[src/rtl/vram_rd_arbiter.sv]
// Round-robin read arbiter with burst locking for one shared VRAM port B (BG = req 0, SP = req 1).
// Define VRAM_ARB_PERF_EN to add grant and conflict counters.
module vram_rd_arbiter #(
    parameter int unsigned ADDR_W    = 16,
    parameter int unsigned DATA_W    = 32,
    parameter int unsigned READ_LAT  = 1,
    parameter int unsigned MAX_BURST = 8
) (
    input  logic              clk,
    input  logic              rst,
    input  logic              bg_req_valid,
    input  logic              bg_req_lock,
    input  logic [ADDR_W-1:0] bg_req_addr,
    output logic              bg_req_ready,
    output logic              bg_rsp_valid,
    output logic [DATA_W-1:0] bg_rsp_data,
    input  logic              sp_req_valid,
    input  logic              sp_req_lock,
    input  logic [ADDR_W-1:0] sp_req_addr,
    output logic              sp_req_ready,
    output logic              sp_rsp_valid,
    output logic [DATA_W-1:0] sp_rsp_data,
    output logic              ram_en,
    output logic [ADDR_W-1:0] ram_addr,
    output logic              ram_we,
    input  logic [DATA_W-1:0] ram_dout,
    output logic              busy
`ifdef VRAM_ARB_PERF_EN
    ,
    output logic [31:0]       bg_grant_cnt,
    output logic [31:0]       sp_grant_cnt,
    output logic [31:0]       conflict_cnt
`endif
);

    typedef enum logic [1:0] {IDLE, OWN_BG, OWN_SP} state_t;

    localparam logic [7:0] MAX_B = 8'(MAX_BURST);

    state_t            state_q, state_d;
    logic              last_sp_q, last_sp_d;
    logic [7:0]        burst_cnt_q, burst_cnt_d;
    logic              gnt_bg, gnt_sp, keep_bg, keep_sp, rr_last_sp;
    logic              ram_en_q;
    logic [ADDR_W-1:0] ram_addr_q;
    logic [READ_LAT:0] tag_vld_q, tag_sp_q;
    logic [DATA_W-1:0] bg_data_q, sp_data_q;

    assign keep_bg = (state_q == OWN_BG) && bg_req_valid && bg_req_lock && (burst_cnt_q < MAX_B);
    assign keep_sp = (state_q == OWN_SP) && sp_req_valid && sp_req_lock && (burst_cnt_q < MAX_B);

    always_comb begin
        state_d     = state_q;
        last_sp_d   = last_sp_q;
        burst_cnt_d = burst_cnt_q;
        gnt_bg      = 1'b0;
        gnt_sp      = 1'b0;
        rr_last_sp  = last_sp_q;
        if (keep_bg) begin
            gnt_bg      = 1'b1;
            burst_cnt_d = burst_cnt_q + 8'd1;
        end else if (keep_sp) begin
            gnt_sp      = 1'b1;
            burst_cnt_d = burst_cnt_q + 8'd1;
        end else begin
            // Releasing owner becomes last_owner, then same-cycle round-robin avoids a bubble
            if (state_q == OWN_BG) rr_last_sp = 1'b0;
            if (state_q == OWN_SP) rr_last_sp = 1'b1;
            last_sp_d = rr_last_sp;
            if (bg_req_valid && (!sp_req_valid || rr_last_sp)) begin
                gnt_bg = 1'b1;
            end else if (sp_req_valid) begin
                gnt_sp = 1'b1;
            end
            if (gnt_bg) begin
                last_sp_d   = 1'b0;
                state_d     = bg_req_lock ? OWN_BG : IDLE;
                burst_cnt_d = bg_req_lock ? 8'd1 : 8'd0;
            end else if (gnt_sp) begin
                last_sp_d   = 1'b1;
                state_d     = sp_req_lock ? OWN_SP : IDLE;
                burst_cnt_d = sp_req_lock ? 8'd1 : 8'd0;
            end else begin
                state_d     = IDLE;
                burst_cnt_d = 8'd0;
            end
        end
    end

    always_ff @(posedge clk or posedge rst) begin
        if (rst) begin
            state_q     <= IDLE;
            last_sp_q   <= 1'b1;
            burst_cnt_q <= 8'd0;
            ram_en_q    <= 1'b0;
            ram_addr_q  <= '0;
            tag_vld_q   <= '0;
            tag_sp_q    <= '0;
            bg_data_q   <= '0;
            sp_data_q   <= '0;
        end else begin
            state_q     <= state_d;
            last_sp_q   <= last_sp_d;
            burst_cnt_q <= burst_cnt_d;
            ram_en_q    <= gnt_bg | gnt_sp;
            if (gnt_bg) ram_addr_q <= bg_req_addr;
            else if (gnt_sp) ram_addr_q <= sp_req_addr;
            tag_vld_q   <= {tag_vld_q[READ_LAT-1:0], gnt_bg | gnt_sp};
            tag_sp_q    <= {tag_sp_q[READ_LAT-1:0], gnt_sp};
            if (bg_rsp_valid) bg_data_q <= ram_dout;
            if (sp_rsp_valid) sp_data_q <= ram_dout;
        end
    end

    assign bg_req_ready = gnt_bg;
    assign sp_req_ready = gnt_sp;
    assign ram_en       = ram_en_q;
    assign ram_addr     = ram_addr_q;
    assign ram_we       = 1'b0;
    assign busy         = (|tag_vld_q) | ram_en_q;

    // Response data is passed straight through on the valid cycle and held afterwards
    assign bg_rsp_valid = tag_vld_q[READ_LAT] & ~tag_sp_q[READ_LAT];
    assign sp_rsp_valid = tag_vld_q[READ_LAT] &  tag_sp_q[READ_LAT];
    assign bg_rsp_data  = bg_rsp_valid ? ram_dout : bg_data_q;
    assign sp_rsp_data  = sp_rsp_valid ? ram_dout : sp_data_q;

`ifdef VRAM_ARB_PERF_EN
    logic [31:0] bg_cnt_q, sp_cnt_q, conf_cnt_q;

    always_ff @(posedge clk or posedge rst) begin
        if (rst) begin
            bg_cnt_q   <= '0;
            sp_cnt_q   <= '0;
            conf_cnt_q <= '0;
        end else begin
            if (gnt_bg) bg_cnt_q <= bg_cnt_q + 32'd1;
            if (gnt_sp) sp_cnt_q <= sp_cnt_q + 32'd1;
            if (bg_req_valid && sp_req_valid) conf_cnt_q <= conf_cnt_q + 32'd1;
        end
    end

    assign bg_grant_cnt = bg_cnt_q;
    assign sp_grant_cnt = sp_cnt_q;
    assign conflict_cnt = conf_cnt_q;
`endif

endmodule

[config.mk]
export PLATFORM = sky130hd
export DESIGN_NAME = vram_rd_arbiter
export DESIGN_NICKNAME = d
export VERILOG_FILES = /design/src/rtl/vram_rd_arbiter.sv
export SDC_FILE = /design/constraint.sdc
export NUM_CORES = 1
export LEC_CHECK = 0
export BUFFER_PORTS_ARGS = -buffer_cell sky130_fd_sc_hd__buf_4
export CORE_ASPECT_RATIO = 0.9
export CORE_MARGIN = 1.5
export CORE_UTILIZATION = 25
export CTS_BUF_LIST = sky130_fd_sc_hd__clkbuf_8
export DETAILED_ROUTE_END_ITERATION = 6
export GPL_ROUTABILITY_DRIVEN = 0
export GPL_TIMING_DRIVEN = 1
export SLEW_MARGIN = 10
export SYNTH_ARGS = -nofsm -noshare
export SYNTH_HDL_FRONTEND = slang
export SYNTH_SLANG_ARGS = --single-unit
export TNS_END_PERCENT = 10
[constraint.sdc]
create_clock -name clk -period 5.9 [get_ports clk]
set_input_delay 0.295 -clock clk [delete_from_list [all_inputs] [get_ports clk]]
set_output_delay 0.295 -clock clk [all_outputs]
set_load 0.02 [all_outputs]
# == Word level (Yosys, flattened, before mapping) ==
# Cells that the tools add are included.
# Widths: inputs -> output; s select.
# totals
inputBits,70
ram_bits,0
register_bits,96
elab_cells,63
n_memories,0
rom_bits,0
latch_bits,0
# op_classes
div_mod_pow,0
n_mul,0
reduce_logical,12
n_addsub,1
n_eq_ne,2
n_bitwise,7
mux,31
n_lt_le_gt_ge,1
shifts,0
# ops
cell,n
$mux 32,2
$mux 16,2
$mux 1,22
$mux 8,2
$add 8x1->8 const B,1
$lt 8x4->1 const B,1
$logic_and 1x1->1,7
$mux 2,3
$not 1->1,3
$and 1x1->1,2
$eq 2x1->1 const B,1
$eq 2x2->1 const B,1
$or 1x1->1,2
$reduce_and 2->1,1
$reduce_bool 2->1,1
$reduce_or 2->1,1
$logic_not 1->1,1
$logic_or 1x1->1,1

# == Logic depth before layout (Yosys ltp) ==
# Gate-level depths: netlist of run 1.
# depth
depth_word,15
mapped_depth,8
ltp_nobuf,5

# == Worst setup path after synthesis of run 1 ==
# Ideal clock, no wire load.
# synth_path
kind,register -> output
startpoint,reg burst_cnt_q[7]
endpoint,out sp_req_ready
setup_slack_ps,3616
required_time_ps,5605
arrival_time_ps,1989
stages_incl_launch_ff,7
path_buffers,2
path_cell_list,dfrtp_1 -> or4_4 -> or4_4 -> a31oi_4 -> o21a_2 -> buf_4 -> buf_6
# synth_via
elab_chain_len,4
# synth_rtl
item,line,text
"start, declared",42,"logic [7:0] burst_cnt_q, burst_cnt_d;"
"start signal, assigned",104,burst_cnt_q <= burst_cnt_d;
$lt 8x4->1 *,"49, 50",
$logic_and 1x1->1,50,assign keep_sp = (state_q == OWN_SP) && sp_req_valid && sp_req_lock && (burst_cnt_q < MAX_B);
$mux 1,62,end else if (keep_sp) begin
$mux 1 *,59,if (keep_bg) begin
"end, declared",20,"output logic sp_req_ready,"
# Every way passes the cells marked *; elsewhere a longest branch is shown, timed or not.

# == Final worst setup path of run 1 ==
# Same ends and word-level chain as after synthesis.

==> reports/qor.yml, run 1 <==
p_leak_uw: 0.00249
cts_setup_buffers: 0
fin_nets: 482
synth_area_um2: 3750
die_h_um: 119
grt_usage_pct: 11.6
cts-resized-gates: 0
drive_above_1_share_pct: 59.4
grtUsageMet3_pct: 4.90
fmax_mhz: 341
hp-class: "input pin to register"
fill_cells: 1444
synth_top_flop_cell: "dfrtp_1"
endpoint_kind: "primary output"
slew_viol_final: 0
status: "finished, final reports clean"
slew-limit-headroom_pct: 27.6
grt_overflow: 0
timing.rr.start: "burst_cnt_q[7]$_DFF_PP0_"
synth_top_area_share_pct: 62.6
finalSetupViolCount: 0
cts.sinks: 95
crit_buf_inv: 1
worst_r2r_path_depth: 5
seq_area_frac_synth_pct: 63.3
cp_max_fo: 18
clkLatencyLatePin_ns: 0.37
whs_path_depth: 2
area_growth_pct: 42.7
core_um2: 14700
clockRootBuffer: "clkbuf_8"
vias: 2641
ant_nets: 0
r2r-end: "ram_addr[14]$_DFFE_PP0P_"
crit_slowest_cell: "or4_4"
post-synth-top-count-cell: "dfrtp_1"
power.density_nw_per_um2: 366
worstMarginPinSlew_ns: 1.08
tns_ns: 0
grt_pass1_wl_um: 14200
htree_num_levels: 3
critPathKind: "register to primary output"
path_common_cell: "or4_4"
ys_types: 37
synth_edf_count: 0
min_from: "sp_req_addr[11]"
final-seq-area_um2: 2380
wl_um: 8690
synth_common_cells: "dfrtp_1 (94), mux2_2 (64), a221o_1 (16), and2_1 (16), nor2_1 (8)"
hold_end: "ram_addr[11]$_DFFE_PP0P_"
critical_path.max_stage_delay_ns: 0.54
synth_area_leaders: "dfrtp_1 (63%), mux2_2 (19%), a221o_1 (4.3%), and2_1 (2.7%), nor2_1 (0.80%)"
fin_crit_sh_pct: 49.7
whs_ns: 0.147
vias_per_cell: 4.30
grt_pass1_vias: 2843
use_met2_pct: 18.2
rsz0062_at_grt: "no"
cp_cell_sequence: "or4_4, or4_4, a31oi_4, o21a_2, buf_4"
multiInputGateArea_um2: 1300
drt_iter0_markers: 102
syn_inst: 253
die_x_um: 132
finalClockSkew_ns: 0.00933
drv_cap: 0
arrival_ns: 2.64
start_util_pct: 25.5
cp.required_ns: 5.61
numCtsBuffers: 9
io_buffers: 155
synth-async-reset-ratio_pct: 100
wl_per_cell_um: 14.2
drc: 0
clkTransAtPathRegs_ns: 0.10
antenna_found_initial: 0
peakVddDrop_mv: 0.158
hold_viol: 0
n_antenna_cell: 0
ys_ff_latch: 95
clock_path_buffers: 2
r2r_slack_ns: 3.57
postSynthAreaPerCell_um2: 14.8
hpwlAfterDp_um: 6090
ios: 157
dr.pass1.iters: 4
grt_busiest_layer: "met2"
period_minus_slack_ns: 2.93
cp-start-kind: "register"
grtUsageMet1_pct: 14.0
tritoncts: "yes"
die_area_um2: 15800
yosysTopAreaCell: "dfrtp_1"
ys_warn_count: 0
crit_family: "simple AND/OR/NAND/NOR gates"
std_cell_rows: 42
grt_max_degree: 54
[placed cells by master (no fill, tap or decap), types with 2 or more instances in the layout]
| master | instances |
|---|---|
| a221o_1 | 16 |
| buf_4 | 156 |
| conb_1 | 5 |
| nand3_1 | 2 |
| mux2_2 | 64 |
| inv_1 | 7 |
| bufinv_16 | 2 |
| nand4b_1 | 2 |
| and2_1 | 16 |
| a21oi_1 | 3 |
| or4_4 | 2 |
| nor2_1 | 8 |
| nand2_1 | 2 |
| dfrtp_1 | 94 |
| clkbuf_8 | 10 |
[cells by family after synthesis]
| logic type | after synthesis | share of synthesized area [%] |
|---|---|---|
| DFF | 95 | 63.3 |
| muxes | 65 | 19.5 |
| and+or+nand+nor | 36 | 5.73 |
| AOI/OAI and AO/OA | 31 | 7.76 |
| buffers and inverters | 22 | 2.80 |
| xor gates and xnor gates | 2 | 0.467 |
| adders and majority gates | 1 | 0.333 |
| other | 1 | 0.0999 |
[through the flow]
stage          area, um2  setup WS (ns)  utilization (%)  power, uW  std cells
3_3_place_gp        5130           3.41             34.8       1500        597
6_report            5360           2.97             36.4       1960        614
3_5_place_dp        5130           3.38             34.8       1510        597
5_1_grt             5360           2.84             36.4       2070        614
2_1_floorplan       3770           3.13                -       1220        257
4_1_cts             5360           2.92             36.4       2000        614
[registers in the layout, indices dropped and copies added, names as in the netlist]
signal,count
last_sp_q,1
tag_sp_q,2
state_q,2
ram_addr,16
bg_data_q,32
sp_data_q,32
burst_cnt_q,8
tag_vld_q,2
[what timing repair did]
item,in CTS,in global routing
setup endpoints to repair,0,0
hold endpoints to repair,42,0
hold buffers,1,0
[worst max-delay path by stage]
stage | start | end | slack (ns) | cells past startpoint
3_3_place_gp | burst_cnt_q[7]$_DFF_PP0_ | sp_req_ready | 3.41 | 5
2_1_floorplan | rst | bg_data_q[0]$_DFF_PP0_ | 3.13 | 1
4_1_cts | burst_cnt_q[7]$_DFF_PP0_ | sp_req_ready | 2.92 | 5
6_report | burst_cnt_q[7]$_DFF_PP0_ | sp_req_ready | 2.97 | 5
3_5_place_dp | burst_cnt_q[7]$_DFF_PP0_ | sp_req_ready | 3.38 | 5
5_1_grt | burst_cnt_q[7]$_DFF_PP0_ | sp_req_ready | 2.84 | 5
[cell type report]
| cell class | instances | share of cell area (%) |
|---|---|---|
| inverters | 8 | 0.607 |
| well taps | 198 | 4.62 |
| clock buffers | 10 | 2.57 |
| flip-flops and latches | 95 | 44.4 |
| clock inverters | 6 | 1.59 |
| multi-input cells | 140 | 24.2 |
| repair buffers | 157 | 22.0 |
[where the power goes]
group	internal, uW	switching, uW	leakage (uW)
registers	779	43.8	0.00112
clock network	249	225	0.000114
logic	313	352	0.00125
[metal layers]
layer	wire length (um)	part of all wire (%)	up-vias
met5	0	0	-
met3	788	9.1	11
met1	3660	42	1303
met2	4100	47	116
met4	144	1.7	0
li1	-	-	1211
No activity file was read; power rests on OpenSTA's default activity.
==> run 2: changes to the inputs <==
==> constraint.sdc (replaced) <==
create_clock -name clk -period 2.6 [get_ports clk]
set_input_delay 0.13 -clock clk [delete_from_list [all_inputs] [get_ports clk]]
set_output_delay 0.13 -clock clk [all_outputs]
set_load 0.02 [all_outputs]
==> reports/qor.yml, run 2 (synthesized netlist as in run 1, its figures left out) <==
final_common_cell: "buf_4"
numCtsBuffers: 9
slew_viol_final: 0
crit_family: "simple AND/OR/NAND/NOR gates"
fin_crit_sh_pct: 94.9
grt_usage_pct: 12.5
dr.pass1.iters: 4
hpwlAfterDp_um: 6470
peakVddDrop_mv: 0.466
dp.cells: 602
cp-start-kind: "register"
die_area_um2: 15800
die_x_um: 132
clkLatencyLatePin_ns: 0.37
fin_nets: 552
design_power_total_uw: 4470
cts.sinks: 95
finalWorstSetupSlack_ns: 0.133
grt_pass1_vias: 3059
io_buffers: 155
clock_path_buffers: 2
clkTransAtPathRegs_ns: 0.10
die_h_um: 119
crit_slowest_cell: "or4_4"
ant_nets: 0
grt_max_degree: 39
cp_cell_sequence: "or4_4, or4_4, a31oi_4, nor2_4, buf_4"
drive_above_1_share_pct: 52.3
crit_buf_inv: 1
critical_path.max_stage_delay_ns: 0.54
endpoint_kind: "primary output"
tritoncts: "yes"
hp-class: "input pin to register"
period_minus_slack_ns: 2.47
p_leak_uw: 0.00278
grt_pass1_wl_um: 15300
core_um2: 14700
vias_per_cell: 4.23
drv_cap: 0
start_util_pct: 25.5
hold_viol: 0
arrival_ns: 2.34
clockRootBuffer: "clkbuf_8"
critPathKind: "register to primary output"
antenna_found_initial: 0
final_cell_mix: "buf_4 (160), dfrtp_1 (94), dlygate4sd3_1 (65)"
path_common_cell: "or4_4"
area_growth_pct: 61.3
power.density_nw_per_um2: 739
grt_overflow: 0
drc: 0
wl_per_cell_um: 13.7
finalClockSkew_ns: 0.00887
fin_cells: 684
fill_cells: 1359
tns_ns: 0
dp_slack_ns: 0.268
ios: 157
std_cell_rows: 42
cp.required_ns: 2.47
status: "finished, final reports clean"
htree_num_levels: 3
wl_um: 9400
finalSetupViolCount: 0
slew-limit-headroom_pct: 42.6
n_antenna_cell: 0
vias: 2892
drt_iter0_markers: 78
rsz0062_at_grt: "no"
worstMarginPinSlew_ns: 0.860
fmax_mhz: 405
r2r_slack_ns: 0.32
cp_max_fo: 17
[run 2: changes by cell type in the layout (fill, tap and decap cells not counted), sizes merged]
| cell | previous run | this run |
|---|---|---|
| clkbuf | 10 | 9 |
| inv | 8 | 9 |
| clkinv | 3 | 4 |
| buf | 156 | 162 |
| bufinv | 2 | 1 |
| dlygate4sd3 | 1 | 65 |
[run 2: final timing paths]
path                       cells after the start                 endpoint                      from
setup / recovery                               5             bg_req_ready  burst_cnt_q[7]$_DFF_PP0_
hold / removal                                 3   state_q[0]$_DFFE_PP0P_               bg_req_lock
setup reg to reg                               6  ram_addr[0]$_DFFE_PP0P_  burst_cnt_q[7]$_DFF_PP0_
hold reg to reg                                0    tag_sp_q[1]$_DFF_PP0_     tag_sp_q[0]$_DFF_PP0_
max in group asynchronous                      4  ram_addr[5]$_DFFE_PP0P_                       rst
min in group asynchronous                      3  sp_data_q[17]$_DFF_PP0_                       rst
[run 2: timing repair]
| item | 4_1_cts | 5_1_grt |
|---|---|---|
| setup buffers | 1 | 0 |
| hold buffers | 65 | 0 |
| setup endpoints to repair | 1 | 0 |
| hold endpoints to repair | 106 | 0 |
| resized for setup | 1 | 0 |
[run 2: tightest hold or removal path, stage by stage]
cell	delay [ns]
buf_4	0.13
nand2_1	0.05
a21oi_1	0.06
[run 2: area by class of cell]
cell class | count | area (um2) | share of cell area [%]
inverters | 8 | 33.8 | 0.558
flip-flops and latches | 95 | 2380 | 39.3
repair buffers | 227 | 1890 | 31.2
well taps | 198 | 248 | 4.09
multi-input cells | 140 | 1300 | 21.5
clock buffers | 9 | 124 | 2.05
clock inverters | 7 | 78.8 | 1.30
[run 2: metal layers]
metal | track usage, % | wire (um) | vias up | part of all wire [%]
met5 | 0 | 0 | - | 0
met4 | 3.09 | 87 | 0 | 0.93
met3 | 5.66 | 850 | 5 | 9.0
met2 | 20.5 | 4460 | 138 | 47
met1 | 15.0 | 4000 | 1397 | 43
li1 | - | - | 1352 | -
[run 2: power by group]
| part | internal [uW] | switching (uW) | total [uW] |
|---|---|---|---|
| Combinational | 793 | 829 | 1620 |
| Sequential | 1770 | 98.0 | 1870 |
| Clock | 456 | 530 | 986 |
[run 2: through the flow]
stage	utilization, %	hold WS (ns)	cell area (um2)
finish	41.2	0.0423	6060
CTS	41.2	0.00782	6060
global route	41.2	0.0113	6060
floorplan	-	0.265	3770
global placement	35.3	0.333	5190
detailed placement	35.3	0.337	5190
